`src/rtl/uart_cmd_pkg.sv`:
```
// Shared types and constants for the UART command parser.
//   state_t      : parser FSM states
//   SOF_DEFAULT  : default start-of-frame marker
//   ERR_*        : error codes carried in the registered error field
package uart_cmd_pkg;

  typedef enum logic [2:0] {
    IDLE = 3'd0,
    CMD  = 3'd1,
    LEN  = 3'd2,
    DATA = 3'd3,
    CHK  = 3'd4
  } state_t;

  localparam logic [7:0] SOF_DEFAULT = 8'hA5;

  localparam logic [1:0] ERR_NONE    = 2'd0;
  localparam logic [1:0] ERR_CHK     = 2'd1;
  localparam logic [1:0] ERR_LEN     = 2'd2;
  localparam logic [1:0] ERR_TIMEOUT = 2'd3;

endpackage

```
`src/rtl/uart_byte_timeout.sv`:
```
// Inter-byte timeout counter.
// Ports:
//   clk     : system clock
//   rst_n   : synchronous active-low reset
//   clear   : restart the count (byte event or parser idle); overrides expiry
//   enable  : count while the parser is inside a frame
//   expired : high in the cycle the count sits at TIMEOUT_CYC-1 with no clear
module uart_byte_timeout #(
  parameter int TIMEOUT_CYC = 500000
) (
  input  logic clk,
  input  logic rst_n,
  input  logic clear,
  input  logic enable,
  output logic expired
);

  localparam int            CW   = (TIMEOUT_CYC > 1) ? $clog2(TIMEOUT_CYC) : 1;
  localparam logic [CW-1:0] LAST = CW'(TIMEOUT_CYC - 1);

  logic [CW-1:0] cnt;

  // Saturates at LAST; the parser leaves its frame on expiry, so the
  // expired flag lasts a single cycle in practice.
  always_ff @(posedge clk) begin
    if (!rst_n) begin
      cnt <= '0;
    end else if (clear) begin
      cnt <= '0;
    end else if (enable && (cnt != LAST)) begin
      cnt <= cnt + 1'b1;
    end
  end

  assign expired = enable && !clear && (cnt == LAST);

endmodule

```
`src/rtl/uart_cmd_parser.sv`:
```
// Framed command parser behind the UART receiver.
// Frame: SOF, CMD, LEN, LEN payload bytes, XOR checksum over CMD..payload.
// Ports:
//   Clk, Rst_n  : clock, synchronous active-low reset
//   RxData      : received byte, valid while RxDone is high
//   RxDone      : receiver done flag; only its rising edge counts
//   CmdValid    : one-cycle strobe, Cmd/Len/Payload hold a new frame
//   Cmd/Len     : command and payload length of the last valid frame
//   Payload     : byte i at [8i+7:8i], unused bytes read 0
//   ErrChk/ErrLen/ErrTimeout : one-cycle error strobes
//   Busy        : parser is inside a frame
//
// state | meaning
// IDLE  | waiting for SOF_BYTE
// CMD   | next byte is the command
// LEN   | next byte is the payload length
// DATA  | collecting payload bytes
// CHK   | next byte is the checksum
module uart_cmd_parser
  import uart_cmd_pkg::*;
#(
  parameter int         MAX_LEN     = 4,
  parameter int         TIMEOUT_CYC = 500000,
  parameter logic [7:0] SOF_BYTE    = SOF_DEFAULT
) (
  input  logic                 Clk,
  input  logic                 Rst_n,
  input  logic [7:0]           RxData,
  input  logic                 RxDone,
  output logic                 CmdValid,
  output logic [7:0]           Cmd,
  output logic [3:0]           Len,
  output logic [8*MAX_LEN-1:0] Payload,
  output logic                 ErrChk,
  output logic                 ErrLen,
  output logic                 ErrTimeout,
  output logic                 Busy
);

  localparam logic [7:0] MAX_LEN_B = 8'(MAX_LEN);

  state_t               state;
  logic                 rx_done_q;
  logic                 byte_evt;
  logic                 tmo_expired;
  logic [7:0]           cmd_w;
  logic [3:0]           len_w;
  logic [3:0]           idx;
  logic [7:0]           chk;
  logic [8*MAX_LEN-1:0] work_buf;
  logic [1:0]           err_q;

  assign byte_evt = RxDone && !rx_done_q;

  always_ff @(posedge Clk) begin
    if (!Rst_n) begin
      rx_done_q <= 1'b0;
    end else begin
      rx_done_q <= RxDone;
    end
  end

  uart_byte_timeout #(
    .TIMEOUT_CYC(TIMEOUT_CYC)
  ) u_timeout (
    .clk    (Clk),
    .rst_n  (Rst_n),
    .clear  (byte_evt || (state == IDLE)),
    .enable (state != IDLE),
    .expired(tmo_expired)
  );

  // A single registered error code makes the three error strobes
  // mutually exclusive by construction.
  assign ErrChk     = (err_q == ERR_CHK);
  assign ErrLen     = (err_q == ERR_LEN);
  assign ErrTimeout = (err_q == ERR_TIMEOUT);

  always_ff @(posedge Clk) begin
    if (!Rst_n) begin
      state    <= IDLE;
      Busy     <= 1'b0;
      CmdValid <= 1'b0;
      err_q    <= ERR_NONE;
      Cmd      <= '0;
      Len      <= '0;
      Payload  <= '0;
      cmd_w    <= '0;
      len_w    <= '0;
      idx      <= '0;
      chk      <= '0;
      work_buf <= '0;
    end else begin
      CmdValid <= 1'b0;
      err_q    <= ERR_NONE;
      // Expiry cannot coincide with a byte event: the event clears the timer.
      if (tmo_expired) begin
        state <= IDLE;
        Busy  <= 1'b0;
        err_q <= ERR_TIMEOUT;
      end else if (byte_evt) begin
        case (state)
          IDLE: begin
            if (RxData == SOF_BYTE) begin
              state    <= CMD;
              Busy     <= 1'b1;
              work_buf <= '0;
            end
          end
          CMD: begin
            cmd_w <= RxData;
            chk   <= RxData;
            state <= LEN;
          end
          LEN: begin
            if (RxData > MAX_LEN_B) begin
              err_q <= ERR_LEN;
              state <= IDLE;
              Busy  <= 1'b0;
            end else begin
              chk   <= chk ^ RxData;
              len_w <= RxData[3:0];
              idx   <= '0;
              state <= (RxData == 8'd0) ? CHK : DATA;
            end
          end
          DATA: begin
            for (int i = 0; i < MAX_LEN; i++) begin
              if (idx == 4'(i)) work_buf[8*i +: 8] <= RxData;
            end
            chk <= chk ^ RxData;
            if (idx == len_w - 4'd1) begin
              state <= CHK;
            end else begin
              idx <= idx + 4'd1;
            end
          end
          CHK: begin
            if (RxData == chk) begin
              Cmd      <= cmd_w;
              Len      <= len_w;
              Payload  <= work_buf;
              CmdValid <= 1'b1;
            end else begin
              err_q <= ERR_CHK;
            end
            state <= IDLE;
            Busy  <= 1'b0;
          end
          default: begin
            state <= IDLE;
            Busy  <= 1'b0;
          end
        endcase
      end
    end
  end

endmodule
```
`config.mk`:
```
export PLATFORM = sky130hd
export DESIGN_NAME = uart_cmd_parser
export DESIGN_NICKNAME = d
export VERILOG_FILES = /design/src/rtl/uart_cmd_pkg.sv /design/src/rtl/uart_byte_timeout.sv /design/src/rtl/uart_cmd_parser.sv
export SDC_FILE = /design/constraint.sdc
export NUM_CORES = 1
export LEC_CHECK = 0
export ABC_AREA = 0
export CAP_MARGIN = 20
export CORE_MARGIN = 2
export CORE_UTILIZATION = 35
export DETAILED_ROUTE_END_ITERATION = 7
export PLACE_DENSITY = 0.61
export SLEW_MARGIN = 0
export SYNTH_ARGS = -nofsm -noshare
export SYNTH_HDL_FRONTEND = slang
export SYNTH_SLANG_ARGS = --single-unit
```
`constraint.sdc`:
```
create_clock -name Clk -period 3.65 [get_ports Clk]
set_input_delay 0.365 -clock Clk [delete_from_list [all_inputs] [get_ports Clk]]
set_output_delay 0.365 -clock Clk [all_outputs]
set_load 0.05 [all_outputs]
```
==> run summary <==
The flow ran to the end, and the final reports show no timing, DRC or antenna violations. The largest net degree at the start of global routing came out at 69. The routability congestion estimate from global placement came out at around 0.86. The total congestion overflow is 0. Setup repair after global routing left no endpoint under its margin.

The total global routing track utilization came out at 0.1544. The initial antenna violation count came out at 0. The insertion delay to the later sink of the worst-skew pair is 0.41 ns. The sequential cell fraction of total power is 0.441.

The count of non-filler cells in the finished layout came out at around 860. The floorplan step set the die height to about 130 um. Summing every instance area after synthesis gives roughly 0.0056 mm^2. The number of H-tree levels came out at 4. The number of nets in the synthesized netlist is 599. The DRC violation count after routing is 0. The setup TNS is 0 ns. The aggregate routed wire length came out at between 10 and 15 mm. The fraction of layout cells with a size suffix above 1 is 0.07176.

The share of the yosys chip area belonging to registers came out at 0.4527. The clock tree buffer depth came out at 2. The transition at the pin with the smallest max-transition slack is around 0.81 ns. At the worst endpoint, the required time is slightly below 4 ns. From synthesis to final layout, the design area changed by 23.61%.

The portion of total power attributed to combinational logic came out at 0.025. The net switching share of the total power is 0.2215. The clock skew is 0.006492 ns.

The number of hold violations in the final report is 0. In the finished design, the share of the clock period the worst path needs comes to 0.6654. The detailed-placement wirelength estimate came out at 8.531 mm. The detail route stage leaves a number of antenna-violating nets equal to 0. After layout, the worst setup slack is approximately 1.2 ns. The cell-internal power is 2.452 mW. The tightest min-delay check is of the reg -> reg type. The relative slew slack is 0.4594.

The critical path in this run is classified as reg -> reg. The arrival time of the worst setup path is between 2 and 3 ns. The vias after detailed routing is around 4200. The initial cell density of the core is 0.3562. The post-synthesis cell type count came out at 53. In this run the cell area measured after placement is approximately 0.0063 mm^2. The synthesized instance count is roughly 580.

The number of placed instances, taps included, is a little over 800. The cell type of the slowest stage on the worst timing path is and3b_1. The commonest register cell after synthesis is dfxtp_1.

The total leakage power came out at 2.436 nW. The final max-slew violation count came to 0. The number of failing setup endpoints in the final timing report came out at 0. The clock network fraction of total power came out at 0.534. The biggest fanout along the worst timing path is 15. In the routed layout, each cell is associated on average with a via count of roughly 4.9.

The number of buffers added for setup after CTS came out at 0. The async set-or-reset flop fraction in the synthesized netlist came out at 0. The highest ir drop seen on vdd came out at ~0.44 mV. The switching power total came out at 0.6976 mW. The critical path goes through or3_1, a32o_2, and3b_1, nand2_8, mux2i_1. The standard cell core area is between 0.015 and 0.02 mm^2. The length of the first detailed-routing pass in iterations is 4.

The number of clock sinks is between 100 and 150. The nature of the critical path endpoint is a register. The via count of the first global-routing pass came out at approximately 4200.

Hold timing on the final database bottoms out at a slack of 0.4618 ns. The floorplan die width came out at approximately 130 um. The final design area excluding fillers is between 0.006 and 0.007 mm^2. The number of top-level pins is 60. In this run, synthesis produced a sequential element count of ~130.

The post-cts sizing count is 0. The fmax is ~410 MHz. The number of maximum-capacitance violations came out at 0.

The Yosys warning count is 0. The tree is rooted in a clkbuf_16. The post-synthesis area per instance is a little under 10 um^2.

The delay of the slowest cell on the worst path is approximately 0.70 ns. The die area came out at approximately 0.017 mm^2. In the final design database the tool counted about 650 nets. After clock tree synthesis, the clock-pin slew on the worst setup and hold paths is about 0.06 ns.

The wire length of the first global-routing pass came out at between 20 and 25 mm. The port buffer count came out at 59. The clock period could shrink to between 2 and 2.5 ns. The total CTS buffers came out at 17.

The power density relative to cell area is ~450 mW/mm^2. The placement-stage worst setup slack is about 0.85 ns. The startpoint type of the worst setup path is a register. The number of placement rows is 46. In the final routed layout, each cell accounts on average for ~15 um.

The repair_antennas step left the layout with diodes totalling 0. The count of flip-flops with a built-in enable after synthesis came out at 0. The number of violations reported at the end of detailed-routing iteration 0 is ~220. The number of hold buffers added after CTS was 0.

The TritonCTS clock tree is built.
## per-stage QoR
stage / power [mW] / utilization
after CTS: 3.190 / 0.4403
after floorplan: 1.472 / -
after detailed placement: 1.498 / 0.4024
after global routing: 3.259 / 0.4403
after global placement: 1.496 / 0.4024
final: 3.150 / 0.4403
## worst paths after layout
| check | slack, ns | start | depth (start not counted) | endpoint |
|---|---|---|---|---|
| max | 1.22 | state[0] | 5 | work_buf[26] |
| max reg2reg | 1.22 | state[0] | 5 | work_buf[26] |
| min reg2reg | 0.46 | work_buf[4] | 2 | work_buf[4] |
| min | 0.46 | work_buf[4] | 2 | work_buf[4] |
## cells in the final DEF, fill, tap and decap left out, types with 5 or more instances in the layout
master and instances:
inv_1 9, nand2_1 76, nor2b_1 51, xnor2_1 16, mux2i_1 82, nand3_1 19
ha_1 6, nand3b_1 7, clkdlybuf4s50_1 58, clkbuf_16 17, nand2b_1 6, and2_1 10
a21oi_1 7, or3_1 7, nor2_1 21, nand4_1 5, xor2_1 14, or4_1 8
nor3_1 6, o21ai_0 6, dfxtp_1 127, o211ai_1 8, a21boi_0 8
## layer usage
metal	vias up	wire length [um]	track usage
met1	2003	6103	0.1991
met5	-	0	0
met4	0	140	0.05444
li1	2109	-	-
met3	11	501	0.04845
met2	79	5748	0.2451
## cell type report
type | instances | area [um^2]
Timing Repair Buffer | 61 | 613.1
Multi-Input combinational cell | 412 | 2887
Sequential cell | 127 | 2542
Clock buffer | 18 | 439.2
Inverter | 9 | 33.78
Fill cell | 1546 | 8827
Tap cell | 216 | 270.3
Clock inverter | 14 | 157.7
## sequential cells by signal (all words and copies together), names as in the netlist
signal,count
Busy,1
Cmd,8
CmdValid,1
Len,4
Payload,32
chk,8
cmd_w,8
err_q,2
idx,4
len_w,4
rx_done_q,1
state,3
u_timeout.cnt,19
work_buf,32
## power groups by stage
stage	registers (mW)	clock network (mW)	logic [mW]
after floorplan	1.42	0	0.0522
after global routing	1.39	1.79	0.0848
final	1.39	1.68	0.0781
after global placement	1.42	0	0.0766
after detailed placement	1.42	0	0.0780
after CTS	1.39	1.72	0.0784
## synth_stat cells (all sizes together) (2+ instances only)
cell	n	area (um^2)
a21boi	8	60.06
a21oi	7	35.03
a311oi	2	17.52
a31oi	4	25.02
and2	10	62.56
and2b	2	15.01
and3	4	25.02
and3b	2	17.52
and4	3	26.28
buf	8	62.56
clkbuf	26	97.59
dfxtp	127	2542
ha	6	75.07
inv	9	33.78
mux2i	82	820.8
nand2	80	365.3
nand2b	6	37.54
nand3	19	95.09
nand3b	7	52.55
nand4	5	31.28
nor2	21	78.83
nor2b	51	319.1
nor3	7	40.04
nor4	2	12.51
nor4b	3	26.28
o211ai	8	60.06
o21ai	8	43.79
o311ai	2	17.52
o31ai	4	30.03
or3	7	43.79
or4	8	60.06
xnor2	16	140.1
xor2	14	122.6
## cells by family (layout without fill, tap and decap cells)
kind of cell	count (synthesis)	count (layout)	share of synthesized area
buffers and inverters	43	102	0.03453
flip-flops	127	127	0.4527
multiplexers	83	83	0.1481
adder cells (fa/ha/maj)	6	6	0.01337
AND/OR/NAND/NOR	241	241	0.2390
AO/OA/AOI/OAI	52	52	0.06550
XOR/XNOR	30	30	0.04678
## critical path, delay by kind of cell (launching register included)
| kind | cells | cell delay [ns] |
|---|---|---|
| AOI/OAI and AO/OA | 1 | 0.26 |
| DFF | 1 | 0.63 |
| muxes | 1 | 0.17 |
| and+or+nand+nor | 3 | 1.24 |
Note: power is estimated with default switching activity, not from simulation.
